[config.mk]
export PLATFORM = sky130hd
export DESIGN_NAME = spi_slave_xfer_ctrl_flat
export DESIGN_NICKNAME = d
export VERILOG_FILES = /design/src/rtl/spi_slave_xfer_ctrl_pkg.sv /design/src/rtl/spi_slave_xfer_ctrl_if.sv /design/src/rtl/spi_slave_xfer_ctrl_sync2.sv /design/src/rtl/spi_slave_xfer_ctrl.sv /design/src/flat_wrapper.sv
export SDC_FILE = /design/constraint.sdc
export NUM_CORES = 1
export LEC_CHECK = 0
export ABC_AREA = 0
export CAP_MARGIN = 20
export CORE_ASPECT_RATIO = 0.6
export CORE_MARGIN = 2
export CORE_UTILIZATION = 45
export CTS_BUF_LIST = sky130_fd_sc_hd__clkbuf_16
export CTS_CLUSTER_DIAMETER = 100
export DETAILED_ROUTE_END_ITERATION = 7
export MAX_ROUTING_LAYER = met4
export PLACE_DENSITY_LB_ADDON = 0.12
export SLEW_MARGIN = 5
export SYNTH_ARGS = -nofsm -noshare
export SYNTH_HDL_FRONTEND = slang
export SYNTH_SLANG_ARGS = --single-unit
[constraint.sdc]
create_clock -name pclk -period 5.1 [get_ports pclk]
set_input_delay 1.02 -clock pclk [delete_from_list [all_inputs] [get_ports pclk]]
set_output_delay 1.02 -clock pclk [all_outputs]
set_load 0.02 [all_outputs]
[src/rtl/spi_slave_xfer_ctrl_pkg.sv]
// Shared types and sizing helpers for the SPI slave transfer controller.
package spi_slave_ctrl_pkg;

    typedef enum logic {IDLE, ACTIVE} spi_slave_state_e;

    // Bit counter must hold the value DATA_WIDTH itself.
    function automatic int unsigned cnt_width(input int unsigned data_width);
        return $clog2(data_width + 1);
    endfunction

endpackage

[src/rtl/spi_slave_xfer_ctrl_if.sv]
// Local requester side of the SPI slave: TX word push and RX word pop handshakes.
interface spi_slave_xfer_ctrl_if #(
    parameter int unsigned DATA_WIDTH = 8
);
    logic [DATA_WIDTH-1:0] tx_data;
    logic                  tx_valid;
    logic                  tx_ready;
    logic [DATA_WIDTH-1:0] rx_data;
    logic                  rx_valid;
    logic                  rx_ready;

    modport master (
        output tx_data, tx_valid, rx_ready,
        input  tx_ready, rx_data, rx_valid
    );

    modport slave (
        input  tx_data, tx_valid, rx_ready,
        output tx_ready, rx_data, rx_valid
    );
endinterface

[src/rtl/spi_slave_xfer_ctrl_sync2.sv]
// Two-flop synchronizer of configurable width; resets to all zeros.
module spi_sync2 #(
    parameter int unsigned WIDTH = 1
) (
    input  logic             pclk,
    input  logic             areset,
    input  logic [WIDTH-1:0] d,
    output logic [WIDTH-1:0] q
);
    logic [WIDTH-1:0] meta;

    always_ff @(posedge pclk or negedge areset) begin
        if (!areset) begin
            meta <= '0;
            q    <= '0;
        end else begin
            meta <= d;
            q    <= meta;
        end
    end
endmodule

[src/rtl/spi_slave_xfer_ctrl.sv]
// SPI slave transfer controller (all CPOL/CPHA modes, MSB/LSB first).
// Optional sticky error flags: define SPI_SLAVE_ERR_FLAGS_EN.
module spi_slave_xfer_ctrl
    import spi_slave_ctrl_pkg::*;
#(
    parameter int unsigned DATA_WIDTH = 8
) (
    input  logic                  pclk,
    input  logic                  areset,
    input  logic                  cfg_cpol,
    input  logic                  cfg_cpha,
    input  logic                  cfg_msb_first,
    input  logic                  sclk_i,
    input  logic                  cs_n_i,
    input  logic                  mosi_i,
    output logic                  miso_o,
    output logic                  miso_oe_o,
    output logic                  busy_o,
    output logic                  underrun_o,
    output logic                  overrun_o,
    input  logic                  err_clr,
    spi_slave_xfer_ctrl_if.slave  bus
);
    localparam int unsigned CNT_W = cnt_width(DATA_WIDTH);
    localparam logic [CNT_W-1:0] LAST_BIT = CNT_W'(DATA_WIDTH - 1);

    logic [2:0] pins_s;
    logic sclk_s, cs_s, mosi_s;
    logic sclk_d, cs_d, cpol_q;
    logic lead_edge, trail_edge, sample_edge, shift_edge, cs_fall, cs_rise;

    spi_slave_state_e state_q, state_d;
    logic load_tx, do_sample, do_shift, cs_exit, word_done, ur_evt, ov_evt;

    logic [DATA_WIDTH-1:0] hold_data, tx_sh, rx_sh, rx_next;
    logic                  hold_full;
    logic [CNT_W-1:0]      bit_cnt;

    spi_sync2 #(.WIDTH(3)) u_sync (
        .pclk   (pclk),
        .areset (areset),
        .d      ({sclk_i, cs_n_i, mosi_i}),
        .q      (pins_s)
    );

    assign sclk_s = pins_s[2];
    assign cs_s   = pins_s[1];
    assign mosi_s = pins_s[0];

    always_ff @(posedge pclk or negedge areset) begin
        if (!areset) begin
            sclk_d <= 1'b0;
            cs_d   <= 1'b0;
            cpol_q <= 1'b0;
        end else begin
            sclk_d <= sclk_s;
            cs_d   <= cs_s;
            if (state_q == IDLE) cpol_q <= cfg_cpol;
        end
    end

    assign lead_edge   = (sclk_s != sclk_d) && (sclk_d == cpol_q);
    assign trail_edge  = (sclk_s != sclk_d) && (sclk_s == cpol_q);
    assign sample_edge = cfg_cpha ? trail_edge : lead_edge;
    assign shift_edge  = cfg_cpha ? lead_edge  : trail_edge;
    assign cs_fall     = cs_d & ~cs_s;
    assign cs_rise     = ~cs_d & cs_s;

    always_ff @(posedge pclk or negedge areset) begin
        if (!areset) state_q <= IDLE;
        else         state_q <= state_d;
    end

    // A shift edge with the bit count at 0 follows a (re)load: the first bit is
    // already on MISO, so it must not advance (cpha=1 entry, cpha=0 word boundary).
    always_comb begin
        state_d   = state_q;
        load_tx   = 1'b0;
        do_sample = 1'b0;
        do_shift  = 1'b0;
        cs_exit   = 1'b0;
        busy_o    = 1'b0;
        miso_oe_o = 1'b0;
        case (state_q)
            IDLE: begin
                if (cs_fall) begin
                    state_d = ACTIVE;
                    load_tx = 1'b1;
                end
            end
            ACTIVE: begin
                busy_o    = 1'b1;
                miso_oe_o = 1'b1;
                if (cs_rise) begin
                    state_d = IDLE;
                    cs_exit = 1'b1;
                end else begin
                    do_sample = sample_edge;
                    do_shift  = shift_edge && (bit_cnt != '0);
                end
            end
            default: state_d = IDLE;
        endcase
        word_done = do_sample && (bit_cnt == LAST_BIT);
        if (word_done) load_tx = 1'b1;
    end

    assign rx_next = cfg_msb_first ? {rx_sh[DATA_WIDTH-2:0], mosi_s}
                                   : {mosi_s, rx_sh[DATA_WIDTH-1:1]};
    assign miso_o  = (state_q == ACTIVE) &&
                     (cfg_msb_first ? tx_sh[DATA_WIDTH-1] : tx_sh[0]);
    assign bus.tx_ready = ~hold_full;
    assign ur_evt = load_tx && !hold_full;
    assign ov_evt = word_done && bus.rx_valid && !bus.rx_ready;

    always_ff @(posedge pclk or negedge areset) begin
        if (!areset) begin
            hold_data    <= '0;
            hold_full    <= 1'b0;
            tx_sh        <= '0;
            rx_sh        <= '0;
            bit_cnt      <= '0;
            bus.rx_data  <= '0;
            bus.rx_valid <= 1'b0;
        end else begin
            if (load_tx && hold_full) begin
                hold_full <= 1'b0;
            end else if (bus.tx_valid && !hold_full) begin
                hold_full <= 1'b1;
                hold_data <= bus.tx_data;
            end

            if (load_tx)
                tx_sh <= hold_full ? hold_data : '0;
            else if (do_shift)
                tx_sh <= cfg_msb_first ? {tx_sh[DATA_WIDTH-2:0], 1'b0}
                                       : {1'b0, tx_sh[DATA_WIDTH-1:1]};

            if (do_sample) rx_sh <= rx_next;

            if (cs_exit || word_done) bit_cnt <= '0;
            else if (do_sample)       bit_cnt <= bit_cnt + CNT_W'(1);

            if (word_done) begin
                bus.rx_data  <= rx_next;
                bus.rx_valid <= 1'b1;
            end else if (bus.rx_valid && bus.rx_ready) begin
                bus.rx_valid <= 1'b0;
            end
        end
    end

`ifdef SPI_SLAVE_ERR_FLAGS_EN
    logic underrun_q, overrun_q;

    always_ff @(posedge pclk or negedge areset) begin
        if (!areset) begin
            underrun_q <= 1'b0;
            overrun_q  <= 1'b0;
        end else begin
            if (ur_evt)       underrun_q <= 1'b1;
            else if (err_clr) underrun_q <= 1'b0;
            if (ov_evt)       overrun_q  <= 1'b1;
            else if (err_clr) overrun_q  <= 1'b0;
        end
    end

    assign underrun_o = underrun_q;
    assign overrun_o  = overrun_q;
`else
    logic unused_err_sig;
    assign unused_err_sig = err_clr ^ ur_evt ^ ov_evt;
    assign underrun_o = 1'b0;
    assign overrun_o  = 1'b0;
`endif

endmodule

[src/flat_wrapper.sv]
// flat-port wrapper written by rule: the top's interface ports become plain ports
module spi_slave_xfer_ctrl_flat import spi_slave_ctrl_pkg::*;
#(
    parameter int unsigned DATA_WIDTH = 8
)
  (pclk, areset, cfg_cpol, cfg_cpha, cfg_msb_first, sclk_i, cs_n_i, mosi_i, miso_o, miso_oe_o, busy_o, underrun_o, overrun_o, err_clr, bus_tx_data, bus_tx_valid, bus_rx_ready, bus_tx_ready, bus_rx_data, bus_rx_valid);
  spi_slave_xfer_ctrl_if #(.DATA_WIDTH(DATA_WIDTH)) bus_i ();
  input  logic pclk;
  input  logic areset;
  input  logic cfg_cpol;
  input  logic cfg_cpha;
  input  logic cfg_msb_first;
  input  logic sclk_i;
  input  logic cs_n_i;
  input  logic mosi_i;
  output logic miso_o;
  output logic miso_oe_o;
  output logic busy_o;
  output logic underrun_o;
  output logic overrun_o;
  input  logic err_clr;
  input wire logic [$bits(bus_i.tx_data)-1:0] bus_tx_data;
  input wire logic [$bits(bus_i.tx_valid)-1:0] bus_tx_valid;
  input wire logic [$bits(bus_i.rx_ready)-1:0] bus_rx_ready;
  output wire logic [$bits(bus_i.tx_ready)-1:0] bus_tx_ready;
  output wire logic [$bits(bus_i.rx_data)-1:0] bus_rx_data;
  output wire logic [$bits(bus_i.rx_valid)-1:0] bus_rx_valid;
  assign bus_i.tx_data = bus_tx_data;
  assign bus_i.tx_valid = bus_tx_valid;
  assign bus_i.rx_ready = bus_rx_ready;
  assign bus_tx_ready = bus_i.tx_ready;
  assign bus_rx_data = bus_i.rx_data;
  assign bus_rx_valid = bus_i.rx_valid;
  spi_slave_xfer_ctrl #(.DATA_WIDTH(DATA_WIDTH)) u_core (.pclk(pclk), .areset(areset), .cfg_cpol(cfg_cpol), .cfg_cpha(cfg_cpha), .cfg_msb_first(cfg_msb_first), .sclk_i(sclk_i), .cs_n_i(cs_n_i), .mosi_i(mosi_i), .miso_o(miso_o), .miso_oe_o(miso_oe_o), .busy_o(busy_o), .underrun_o(underrun_o), .overrun_o(overrun_o), .err_clr(err_clr), .bus(bus_i));
endmodule
==> results.cfg <==
[outcome]
outcome = finished, final reports clean

[sta]
tightest_slew_ns = 0.735
post-route-period-util = 0.711
finalHoldViolCount = 0
fmax_mhz = 276
finalSetupViolations = 0
min_period_ns = 3.62
max_slew_margin = 0.509
rsz0062_at_grt = no
final-max-slew-violation-count = 0
final.setup_skew_ns = 0.00532
finalSetupTns_ns = 0

[route]
dr_total_vias = 1348
drtIter0Drc = 82
vias_per_cell = 4.90
wirelength_um = 3630
firstDrtPassIters = 4
wire_per_inst_um = 13.2
ant_nets = 0
drc = 0

[place]
portBuffers = 30
place_hpwl_um = 2640
gp_congestion = 0.798

[power]
seqPwrFrac = 0.490
p_per_area_nw_per_um2 = 449
ir_drop_mv = 0.218
fin_total_pwr_mw = 1.18
intPower_uw = 828
power_frac_clock = 0.257
p_leak_nw = 1.19
netSwitchingFraction = 0.296
switching_power_uw = 348
comb_power_share = 0.253

[clock_network]
clock_latency_ns = 0.28
cts_max_level = 2
cts_hold_buf = 0
cts_buffers = 5
path_clk_slew_ns = 0.06
cts_sinks = 48
post_cts_buffers = 0
cts_buffer_depth = 2
cts_root_buffer = clkbuf_16
cts_tree = yes
cts_resized = 0

[global_routing]
antenna_found_initial = 0
first_global_vias = 1357
grt-ovfl-total = 0
grt_start_max_net_pins = 49
grt_use_total = 0.159
grt_pass1_wl_um = 6290

[hold_path]
worstHoldPathType = reg -> reg

[die]
rows = 19
pin_count = 34
die_h_um = 57.7
dieWidth_um = 93.6
fp.dieArea_um2 = 5400
start_util = 0.470
core_um2 = 4610

[logic_synthesis]
synthTopCellsByArea = dfrtp_1, mux2i_1, mux2_2
synth_top_flop_cell = dfrtp_1
yosysTopAreaCell = dfrtp_1
seq_area_frac_synth = 0.555
netlist_top_cells_count = dfrtp_1, mux2i_1, nand2_1
ys_types = 29
synth_most_common_cell = dfrtp_1
synth_edf_count = 0
synth_top_area_share = 0.555
syn_area_um2 = 2170
ys.warnings.count = 0
synth_cells = 185
synth.avg_cell_area_um2 = 11.7
ys_ff_latch = 48
synthArstFlopShare = 1.00

[setup_path]
critPathMostFrequentCell = clkdlybuf4s50_1
slowest_stage = clkdlybuf4s50_1
cpPeakStageDelay_ns = 0.62
worst-path-buf-inv = 3
cp.arrival_ns = 2.60
crit_chain = clkdlybuf4s50_1, buf_4, mux2i_1, nor2b_1, clkdlybuf4s50_1
worstSetupPathType = in -> out
cp_max_fo = 17
start_kind = input port
crit_required_ns = 4.08
endpoint_kind = output port
path_delay_family = buffers and inverters

[layout]
finalNetCount = 233
layout-drive-gt1-share = 0.132
postLayoutCoreUtil = 0.568
areaGrowthSynthToFinish_pct = 20.9
diodes = 0

[run]
cap_violations = 0
## kinds of logic (layout without fill, tap and decap cells)
logic type | Yosys count | count (layout) | synth area share
mux | 42 | 42 | 0.206
fa+ha+maj | 2 | 2 | 0.0116
other cells | 1 | 2 | 0.00173
simple gates | 48 | 48 | 0.107
buf+inv | 18 | 44 | 0.0485
xor+xnor | 3 | 3 | 0.0121
flops | 48 | 48 | 0.555
compound gates | 23 | 23 | 0.0589
## flip-flops by register name, summed over array words and instances (netlist names)
| signal | flops |
|---|---|
| u_core.state_q | 1 |
| u_core.sclk_d | 1 |
| u_core.u_sync.q | 3 |
| u_core.bus.rx_data | 8 |
| u_core.rx_sh | 8 |
| u_core.bus.rx_valid | 1 |
| u_core.cpol_q | 1 |
| u_core.tx_sh | 8 |
| u_core.cs_d | 1 |
| u_core.hold_data | 8 |
| u_core.u_sync.meta | 3 |
| u_core.hold_full | 1 |
| u_core.bit_cnt | 4 |
## metal layers
metal | share of wire | vias to the layer above | global-route usage | wire [µm]
met1 | 0.47 | 642 | 0.197 | 1720
met3 | 0.044 | 4 | 0.0520 | 161
met2 | 0.47 | 30 | 0.244 | 1700
met4 | 0.014 | 0 | 0.0663 | 50
li1 | - | 672 | - | -
met5 | 0 | - | - | 0
## layout by cell type (no fill, tap or decap), drive strengths merged
cell / count
a21boi: 1
a21o: 1
a21oi: 10
and2: 2
and3: 3
buf: 3
clkbuf: 5
clkdlybuf4s50: 29
clkinv: 1
conb: 2
dfrtp: 48
ha: 2
inv: 6
mux2: 17
mux2i: 25
nand2: 19
nand2b: 1
nand3: 3
nand4: 1
nor2: 11
nor2b: 6
nor3b: 1
o21ai: 10
o31a: 1
or3b: 1
xnor2: 2
xor2: 1
## cell type report
cell class | instances | area (µm²)
clock buffers | 5 | 125
clock inverters | 2 | 8.76
fillers | 394 | 1990
inverters | 5 | 18.8
multi-input cells | 120 | 863
flip-flops and latches | 48 | 1200
well taps | 63 | 78.8
repair buffers | 32 | 323
## worst register-to-register path, stage by stage, from the launching register on
cell and delay, ns:
dfrtp_1 0.38, xnor2_1 0.27, mux2_4 0.35, nand4_2 0.33, o31a_1 0.56, mux2i_1 0.25
## metrics by stage
stage	instance area [µm²]	instances	setup WS [ns]	hold slack, ns
6_report	2620	275	1.48	0.345
3_3_place_gp	2460	267	1.45	0.334
2_1_floorplan	2170	186	2.09	0.331
3_5_place_dp	2460	267	1.46	0.335
5_1_grt	2620	275	1.40	0.351
4_1_cts	2600	274	1.46	0.347
## power groups by stage
stage | Clock (mW) | Combinational (mW) | Sequential [mW]
floorplan | 0 | 0.239 | 0.548
global placement | 0 | 0.284 | 0.575
detailed placement | 0 | 0.299 | 0.584
CTS | 0.309 | 0.300 | 0.577
global route | 0.329 | 0.334 | 0.593
finish | 0.302 | 0.298 | 0.576
## final timing paths
check	from	endpoint	slack [ns]	cells past startpoint
worst max-delay path	cfg_msb_first	miso_o	1.48	5
worst min-delay path	u_core.u_sync.meta[1]$_DFF_PN0_	u_core.u_sync.q[1]$_DFF_PN0_	0.34	0
worst max register to register	u_core.cpol_q$_DFFE_PN0N_	u_core.tx_sh[2]$_DFFE_PN0P_	2.89	5
worst min register to register	u_core.u_sync.meta[1]$_DFF_PN0_	u_core.u_sync.q[1]$_DFF_PN0_	0.34	0
max in group asynchronous	areset	u_core.bit_cnt[0]$_DFFE_PN0P_	4.05	2
min in group asynchronous	areset	u_core.hold_data[6]$_DFFE_PN0P_	0.59	1
Power figures use the tool's default switching activity.
